`config.mk`:
```
export PLATFORM = sky130hd
export DESIGN_NAME = line_frame_counter
export DESIGN_NICKNAME = d
export VERILOG_FILES = /design/src/rtl/line_frame_counter.sv
export SDC_FILE = /design/constraint.sdc
export NUM_CORES = 1
export LEC_CHECK = 0
export CAP_MARGIN = 30
export CORE_ASPECT_RATIO = 0.7
export CORE_MARGIN = 1
export CORE_UTILIZATION = 55
export CTS_BUF_LIST = sky130_fd_sc_hd__clkbuf_4
export DETAILED_ROUTE_END_ITERATION = 8
export MAX_ROUTING_LAYER = met4
export PLACE_DENSITY = 0.81
export SYNTH_ARGS = -nofsm -noshare
export SYNTH_HDL_FRONTEND = slang
export SYNTH_SLANG_ARGS = --single-unit
```
`constraint.sdc`:
```
create_clock -name clk -period 3.38 [get_ports clk]
set_clock_uncertainty 0.15 [all_clocks]
set_input_delay 0.676 -clock clk [delete_from_list [all_inputs] [get_ports clk]]
set_output_delay 0.676 -clock clk [all_outputs]
set_load 0.02 [all_outputs]
```
`src/rtl/line_frame_counter.sv`:
```
// line_frame_counter: counts new_line pulses against a programmable
// lines-per-frame value, pulses end_frame at each frame boundary, and keeps a
// running frame count. Supports free-running (auto_wrap) and one-shot modes.
// Config loads arriving mid-frame are shadowed and applied at the boundary so
// a frame never changes length while it is being counted.
module line_frame_counter #(
    parameter int LINE_W        = 5,
    parameter int FRAME_W       = 8,
    parameter int DEFAULT_LINES = 24
) (
    input  logic               clk,
    input  logic               rst_n,
    input  logic               enb,
    input  logic               new_line,
    input  logic               restart,
    input  logic               auto_wrap,
    input  logic               cfg_load,
    input  logic [LINE_W-1:0]  cfg_lines,
    output logic [LINE_W-1:0]  line_idx,
    output logic [FRAME_W-1:0] frame_cnt,
    output logic               end_frame,
    output logic               busy,
    output logic               overrun
);

    typedef enum logic [1:0] {
        ST_IDLE  = 2'd0,
        ST_COUNT = 2'd1,
        ST_DONE  = 2'd2
    } state_t;

    localparam logic [LINE_W-1:0]  LINE_ONE  = LINE_W'(1);
    localparam logic [FRAME_W-1:0] FRAME_ONE = FRAME_W'(1);
    localparam logic [LINE_W-1:0]  LINES_RST = LINE_W'(DEFAULT_LINES);

    state_t             state_q, state_d;
    logic [LINE_W-1:0]  line_idx_q, line_idx_d;
    logic [FRAME_W-1:0] frame_cnt_q, frame_cnt_d;
    logic               end_frame_q, end_frame_d;
    logic               busy_q, busy_d;
    logic               overrun_q, overrun_d;
    logic [LINE_W-1:0]  lines_q, lines_d;
    logic [LINE_W-1:0]  pend_lines_q, pend_lines_d;
    logic               pend_valid_q, pend_valid_d;

    logic cfg_ok_s;
    logic last_line_s;

    // A zero-length frame is meaningless, so such loads are dropped outright.
    assign cfg_ok_s    = cfg_load && (cfg_lines != {LINE_W{1'b0}});
    // >= rather than == so a stale index can never run past the frame end.
    assign last_line_s = (line_idx_q >= (lines_q - LINE_ONE));

    // Next-state and next-output computation with priority enb > restart > boundary > increment.
    always_comb begin
        state_d      = state_q;
        line_idx_d   = line_idx_q;
        frame_cnt_d  = frame_cnt_q;
        end_frame_d  = 1'b0;
        overrun_d    = overrun_q;
        lines_d      = lines_q;
        pend_lines_d = pend_lines_q;
        pend_valid_d = pend_valid_q;

        if (!enb) begin
            state_d      = ST_IDLE;
            line_idx_d   = {LINE_W{1'b0}};
            frame_cnt_d  = {FRAME_W{1'b0}};
            overrun_d    = 1'b0;
            pend_valid_d = 1'b0;
            if (cfg_ok_s) begin
                lines_d = cfg_lines;
            end else begin
                lines_d = lines_q;
            end
        end else begin
            case (state_q)
                ST_IDLE: begin
                    // A new_line arriving on the enabling cycle is not counted.
                    state_d = ST_COUNT;
                    if (cfg_ok_s) begin
                        lines_d = cfg_lines;
                    end else begin
                        lines_d = lines_q;
                    end
                end
                ST_COUNT: begin
                    if (restart) begin
                        line_idx_d = {LINE_W{1'b0}};
                        overrun_d  = 1'b0;
                        state_d    = ST_COUNT;
                        if (cfg_ok_s) begin
                            pend_lines_d = cfg_lines;
                            pend_valid_d = 1'b1;
                        end else begin
                            pend_valid_d = pend_valid_q;
                        end
                    end else if (new_line && last_line_s) begin
                        line_idx_d   = {LINE_W{1'b0}};
                        frame_cnt_d  = frame_cnt_q + FRAME_ONE;
                        end_frame_d  = 1'b1;
                        pend_valid_d = 1'b0;
                        // A load coinciding with the boundary is newer than any shadowed one.
                        if (cfg_ok_s) begin
                            lines_d = cfg_lines;
                        end else if (pend_valid_q) begin
                            lines_d = pend_lines_q;
                        end else begin
                            lines_d = lines_q;
                        end
                        if (auto_wrap) begin
                            state_d = ST_COUNT;
                        end else begin
                            state_d = ST_DONE;
                        end
                    end else begin
                        if (new_line) begin
                            line_idx_d = line_idx_q + LINE_ONE;
                        end else begin
                            line_idx_d = line_idx_q;
                        end
                        if (cfg_ok_s) begin
                            pend_lines_d = cfg_lines;
                            pend_valid_d = 1'b1;
                        end else begin
                            pend_valid_d = pend_valid_q;
                        end
                    end
                end
                ST_DONE: begin
                    line_idx_d = {LINE_W{1'b0}};
                    if (cfg_ok_s) begin
                        lines_d = cfg_lines;
                    end else begin
                        lines_d = lines_q;
                    end
                    if (restart) begin
                        overrun_d = 1'b0;
                        state_d   = ST_COUNT;
                    end else if (new_line) begin
                        overrun_d = 1'b1;
                    end else begin
                        overrun_d = overrun_q;
                    end
                end
                default: begin
                    // Unreachable encoding: fall back to a clean idle.
                    state_d      = ST_IDLE;
                    line_idx_d   = {LINE_W{1'b0}};
                    pend_valid_d = 1'b0;
                end
            endcase
        end

        busy_d = (state_d == ST_COUNT);
    end

    // State, counter, config and registered-output flops.
    always_ff @(posedge clk or negedge rst_n) begin
        if (!rst_n) begin
            state_q      <= ST_IDLE;
            line_idx_q   <= {LINE_W{1'b0}};
            frame_cnt_q  <= {FRAME_W{1'b0}};
            end_frame_q  <= 1'b0;
            busy_q       <= 1'b0;
            overrun_q    <= 1'b0;
            lines_q      <= LINES_RST;
            pend_lines_q <= {LINE_W{1'b0}};
            pend_valid_q <= 1'b0;
        end else begin
            state_q      <= state_d;
            line_idx_q   <= line_idx_d;
            frame_cnt_q  <= frame_cnt_d;
            end_frame_q  <= end_frame_d;
            busy_q       <= busy_d;
            overrun_q    <= overrun_d;
            lines_q      <= lines_d;
            pend_lines_q <= pend_lines_d;
            pend_valid_q <= pend_valid_d;
        end
    end

    assign line_idx  = line_idx_q;
    assign frame_cnt = frame_cnt_q;
    assign end_frame = end_frame_q;
    assign busy      = busy_q;
    assign overrun   = overrun_q;

endmodule
```
-- Word-level counts from Yosys, hierarchy flattened
Cells that the tools add are included.
- logic and storage cells: 79
- bits in registers: 29
- output and inout bits: 16
- input bits: 12
- $lt $le $gt $ge: 1
- reductions and logical operators: 10
- eq/ne operators: 17
- add/subtract/negate cells: 3
- muxes and demuxes: 39
- operator list (operator ; number):
    5-bit two-way mux ; 13
    8-bit two-way mux ; 4
    5-bit case mux with 2 select lines ; 2
    1-bit two-way mux ; 12
    2-bit two-way mux ; 5
    3-bit != test, second input constant ; 3
    3-bit AND reduction ; 3
    8-bit by 1-bit adder with 8-bit output, second input constant ; 1
    2-bit != test, second input constant ; 4
    4-bit != test, second input constant ; 2
    2-bit case mux with 3 select lines ; 1
    5-bit by 1-bit adder with 5-bit output, second input constant ; 1
    5-bit >= comparator ; 1
    5-bit != test, second input constant ; 1
    5-bit nonzero test ; 1
    5-bit by 1-bit subtractor with 5-bit output, second input constant ; 1
    2-bit by 1-bit == test with 1-bit output, second input constant ; 2
    2-bit by 1-bit != test with 1-bit output, second input constant ; 2
    1-bit case mux with 2 select lines ; 2
    4-bit AND reduction ; 1
    3-bit by 1-bit != test with 1-bit output, second input constant ; 1
    3-bit by 2-bit != test with 1-bit output, second input constant ; 1
    2-bit == test, second input constant ; 1
    1-bit logical AND ; 2
    other kinds (3) ; 3

-- Longest topological paths before layout
Gate-level depths: netlist (run 1).
- depth after elaboration: 8
- depth in mapped cells: 11
- mapped depth without buffers: 10

-- Least setup slack after synthesis (run 1)
OpenSTA, ideal clock, no wires.
- path type: register to register
- from: register lines_q[0]
- to: register pend_lines_q[0]
- data arrival time: 2.368 ns
- clock period less this slack: 2.643 ns
- slack: 0.737 ns
- cell stages (with the launch flop): 10
- library setup time: 0.125 ns
- required time: 3.105 ns
- cell sequence: dfrtp_1 -> inv_1 -> ha_1 -> xnor2_1 -> ha_1 -> a21o_1 -> a31oi_4 -> o22ai_1 -> nor4_4 -> mux2_2
- word-level cells in the longest chain between the ends: 5
- RTL lines (element ; RTL line ; text):
    start, declared ; 42 ; logic [LINE_W-1:0] lines_q, lines_d;
    start signal, assigned ; 177 ; lines_q <= lines_d;
    5-bit by 1-bit subtractor with 5-bit output ; 52 ; assign last_line_s = (line_idx_q >= (lines_q - LINE_ONE));
    5-bit >= comparator ; 52 ;
    1-bit logical AND ; 98 ; end else if (new_line && last_line_s) begin
    2-bit != test (no line) ; - ;
    3-bit AND reduction (no line) ; - ;
    end signal, assigned ; 168 ; pend_lines_q <= {LINE_W{1'b0}};
    end signal, assigned ; 178 ; pend_lines_q <= pend_lines_d;
    end, declared ; 43 ; logic [LINE_W-1:0] pend_lines_q, pend_lines_d;
No other way between the ends.
A chain may end at the register's enable or synchronous reset.

-- Final worst setup path (run 1)
- from: register lines_q[1]
- to: register pend_lines_q[3]
Same word-level chain as after synthesis.

==> metrics.txt, run 1 <==
root buffer cell=clkbuf_4; dpl ws=roughly 0.47 ns; CP max FO=5; sequential area share after synthesis=0.4067; Port Buffer Count=27; LEAKAGE=around 0.9 nW; Hold/Removal Path Class=flip-flop to flip-flop; post-route setup TNS=0 ns; max_slew headroom=0.5469; Fillers=~210; post-CTS sizing=0; crit path kind=flip-flop to flip-flop; post-DP HPWL=3019 um; fin. max-slew vios=0; most frequent cells in the layout=dfrtp_1, clkdlybuf4s50_1, nand2_1; Initial Util=0.6084; Crit. End Element=flip-flop; Synth Net Count=between 200 and 250; Worst setup SP type=flip-flop; Final Util=0.7372; Detail Route Antenna Nets=0; R2R depth=9; die footprint=3491 um2; number of CTS-inserted buffers=5; final setup margin=between 0.4 and 0.5 ns; Yosys reg bits=29; area occupied by multi-input gates=998.5 um2; asr flop ratio synth=1.000; share of cells above drive strength 1=0.1163; Data arrival, critical path=between 2 and 3 ns; H-Tree Depth=2; CTS tree=done; Post-CTS Setup Inserts=0; Critical Path RT=~3.5 ns; pwr/cell area=approximately 400 nW/um2; CORE AREA=2943 um2; area delta synth->final=21.17%; fin area=approximately 2200 um2; Post-synth EDFFs=0; Area after DPL=roughly 2100 um2; initial antenna violation count=0; # setup viols final=0; yosys synthesis warning count=0; peak supply drop=about 0.26 mV; clk_lat worst skew=roughly 0.34 ns; Site Rows=16; grt ovf=0; drt first pass iters=4; Total Wirelength=4199 um; post-route minimum period=around 2.9 ns; Tot GR Track Use=0.2692; RSZ-0062 raised after global routing=false; status=complete, no violations; Netlist cell types=49; io pins=28; Reg area=about 730 um2; Least-Margin Pin Slew=about 0.68 ns; largest net degree at the start of global routing=30; Syn Inst Count=~180; vias in the first global route=between 1,500 and 2,000; cts-stage hold buffer count=0; fmax=344.8 MHz; Clock Sinks=29; Hold Path Cell Cnt=1; first-pass GRT wire length=7044 um; synthesized cell area=around 1800 um2; Clock Pin Slew Worst Setup and Hold Paths=approximately 0.11 ns; vias=between 1,500 and 2,000; Final Cycle Share=0.8581; die width=~70 um; Main synth FF type=dfrtp_1; detailed-route vias per instance=between 6 and 7; layout net count=between 200 and 250; n_diodes=0; routed length per placed instance=about 17 um; DR DRC count=0; final hold violation count=0; Longest Clk Path Bufs=2; synthesized area per cell=9.731 um2; DR iter-0 viols=between 100 and 150; Die Y=between 40 and 50 um; Max Cap Viol=0; GP Congestion=roughly 0.9
[sequential cells by signal, indices dropped and copies added (netlist names)]
register      count
busy              1
end_frame         1
frame_cnt         8
line_idx          5
lines_q           5
overrun           1
pend_lines_q      5
pend_valid_q      1
state_q           2
[layout make-up]
type                            count  area share
Clock buffer                        5     0.01730
Sequential cell                    29      0.3356
Clock inverter                      3     0.01903
Tap cell                           36     0.02076
Multi-Input combinational cell    140      0.4602
Inverter                            9     0.01557
Timing Repair Buffer               29      0.1315
[layer usage]
metal | global-route usage | part of all wire | vias to the layer above
li1 | - | - | 750
met1 | 0.3495 | 0.45 | 763
met2 | 0.4006 | 0.46 | 64
met3 | 0.06544 | 0.056 | 15
met4 | 0.1233 | 0.028 | 0
met5 | - | 0 | -
[worst paths after layout]
path | to | start | slack, ns
worst max-delay path | pend_lines_q[3]$_DFFE_PN0P_ | lines_q[1]$_DFFE_PN0P_ | 0.48
worst min-delay path | pend_lines_q[0]$_DFFE_PN0P_ | pend_lines_q[0]$_DFFE_PN0P_ | 0.38
worst max register to register | pend_lines_q[3]$_DFFE_PN0P_ | lines_q[1]$_DFFE_PN0P_ | 0.48
worst min register to register | pend_lines_q[0]$_DFFE_PN0P_ | pend_lines_q[0]$_DFFE_PN0P_ | 0.38
max in group asynchronous | lines_q[4]$_DFFE_PN1P_ | rst_n | 2.20
min in group asynchronous | frame_cnt[2]$_DFFE_PN0P_ | rst_n | 0.56
[critical path, cell delays in order (launching register included)]
cell     delay, ns
dfrtp_1       0.42
inv_1         0.07
ha_1          0.20
xnor2_1       0.13
ha_1          0.33
a21o_1        0.20
a31oi_4       0.21
o22ai_1       0.22
nor4_4        0.46
mux2_2        0.40
[logic make-up after synthesis]
logic type / synth area share
AO/OA/AOI/OAI: 0.2097
XOR/XNOR: 0.03424
adder cells (fa/ha/maj): 0.05591
buffers and inverters: 0.03564
flip-flops: 0.4067
multiplexers: 0.04822
AND/OR/NAND/NOR: 0.2096
[where the power goes]
part / internal [mW] / switching [mW]
clock: 0.153 / 0.135
combinational: 0.0825 / 0.0994
sequential: 0.378 / 0.0280
total: 0.614 / 0.262
[per-stage QoR]
step / cells / hold slack, ns / total power [mW]
6_report: 251 / 0.3755 / 0.8761
5_1_grt: 251 / 0.4013 / 0.9170
4_1_cts: 251 / 0.3729 / 0.8771
3_5_place_dp: 243 / 0.3488 / 0.5904
3_3_place_gp: 243 / 0.3424 / 0.5777
2_1_floorplan: 184 / 0.2304 / 0.5271
[Yosys cell counts (all sizes together), types with 4 or more instances]
library cell | number | area, um2
mux2 | 5 | 56.30
inv | 8 | 30.03
clkbuf | 5 | 18.77
or3 | 5 | 31.28
nor2 | 9 | 33.78
nand3 | 9 | 45.04
ha | 8 | 100.1
o21ai | 14 | 73.82
xor2 | 5 | 43.79
nand2b | 5 | 38.78
a21oi | 6 | 30.03
nor4 | 4 | 61.31
dfrtp | 27 | 675.7
nand2 | 22 | 82.58
o41ai | 4 | 35.03
a31oi | 4 | 40.04
Power figures use the tool's default switching activity.
==> run 2: changes to the inputs <==
Settings changed: CTS_CLUSTER_DIAMETER from default to 30.
==> results of run 2 <==
Same layout as run 1: the final DEF is identical, and so are final timing and power.
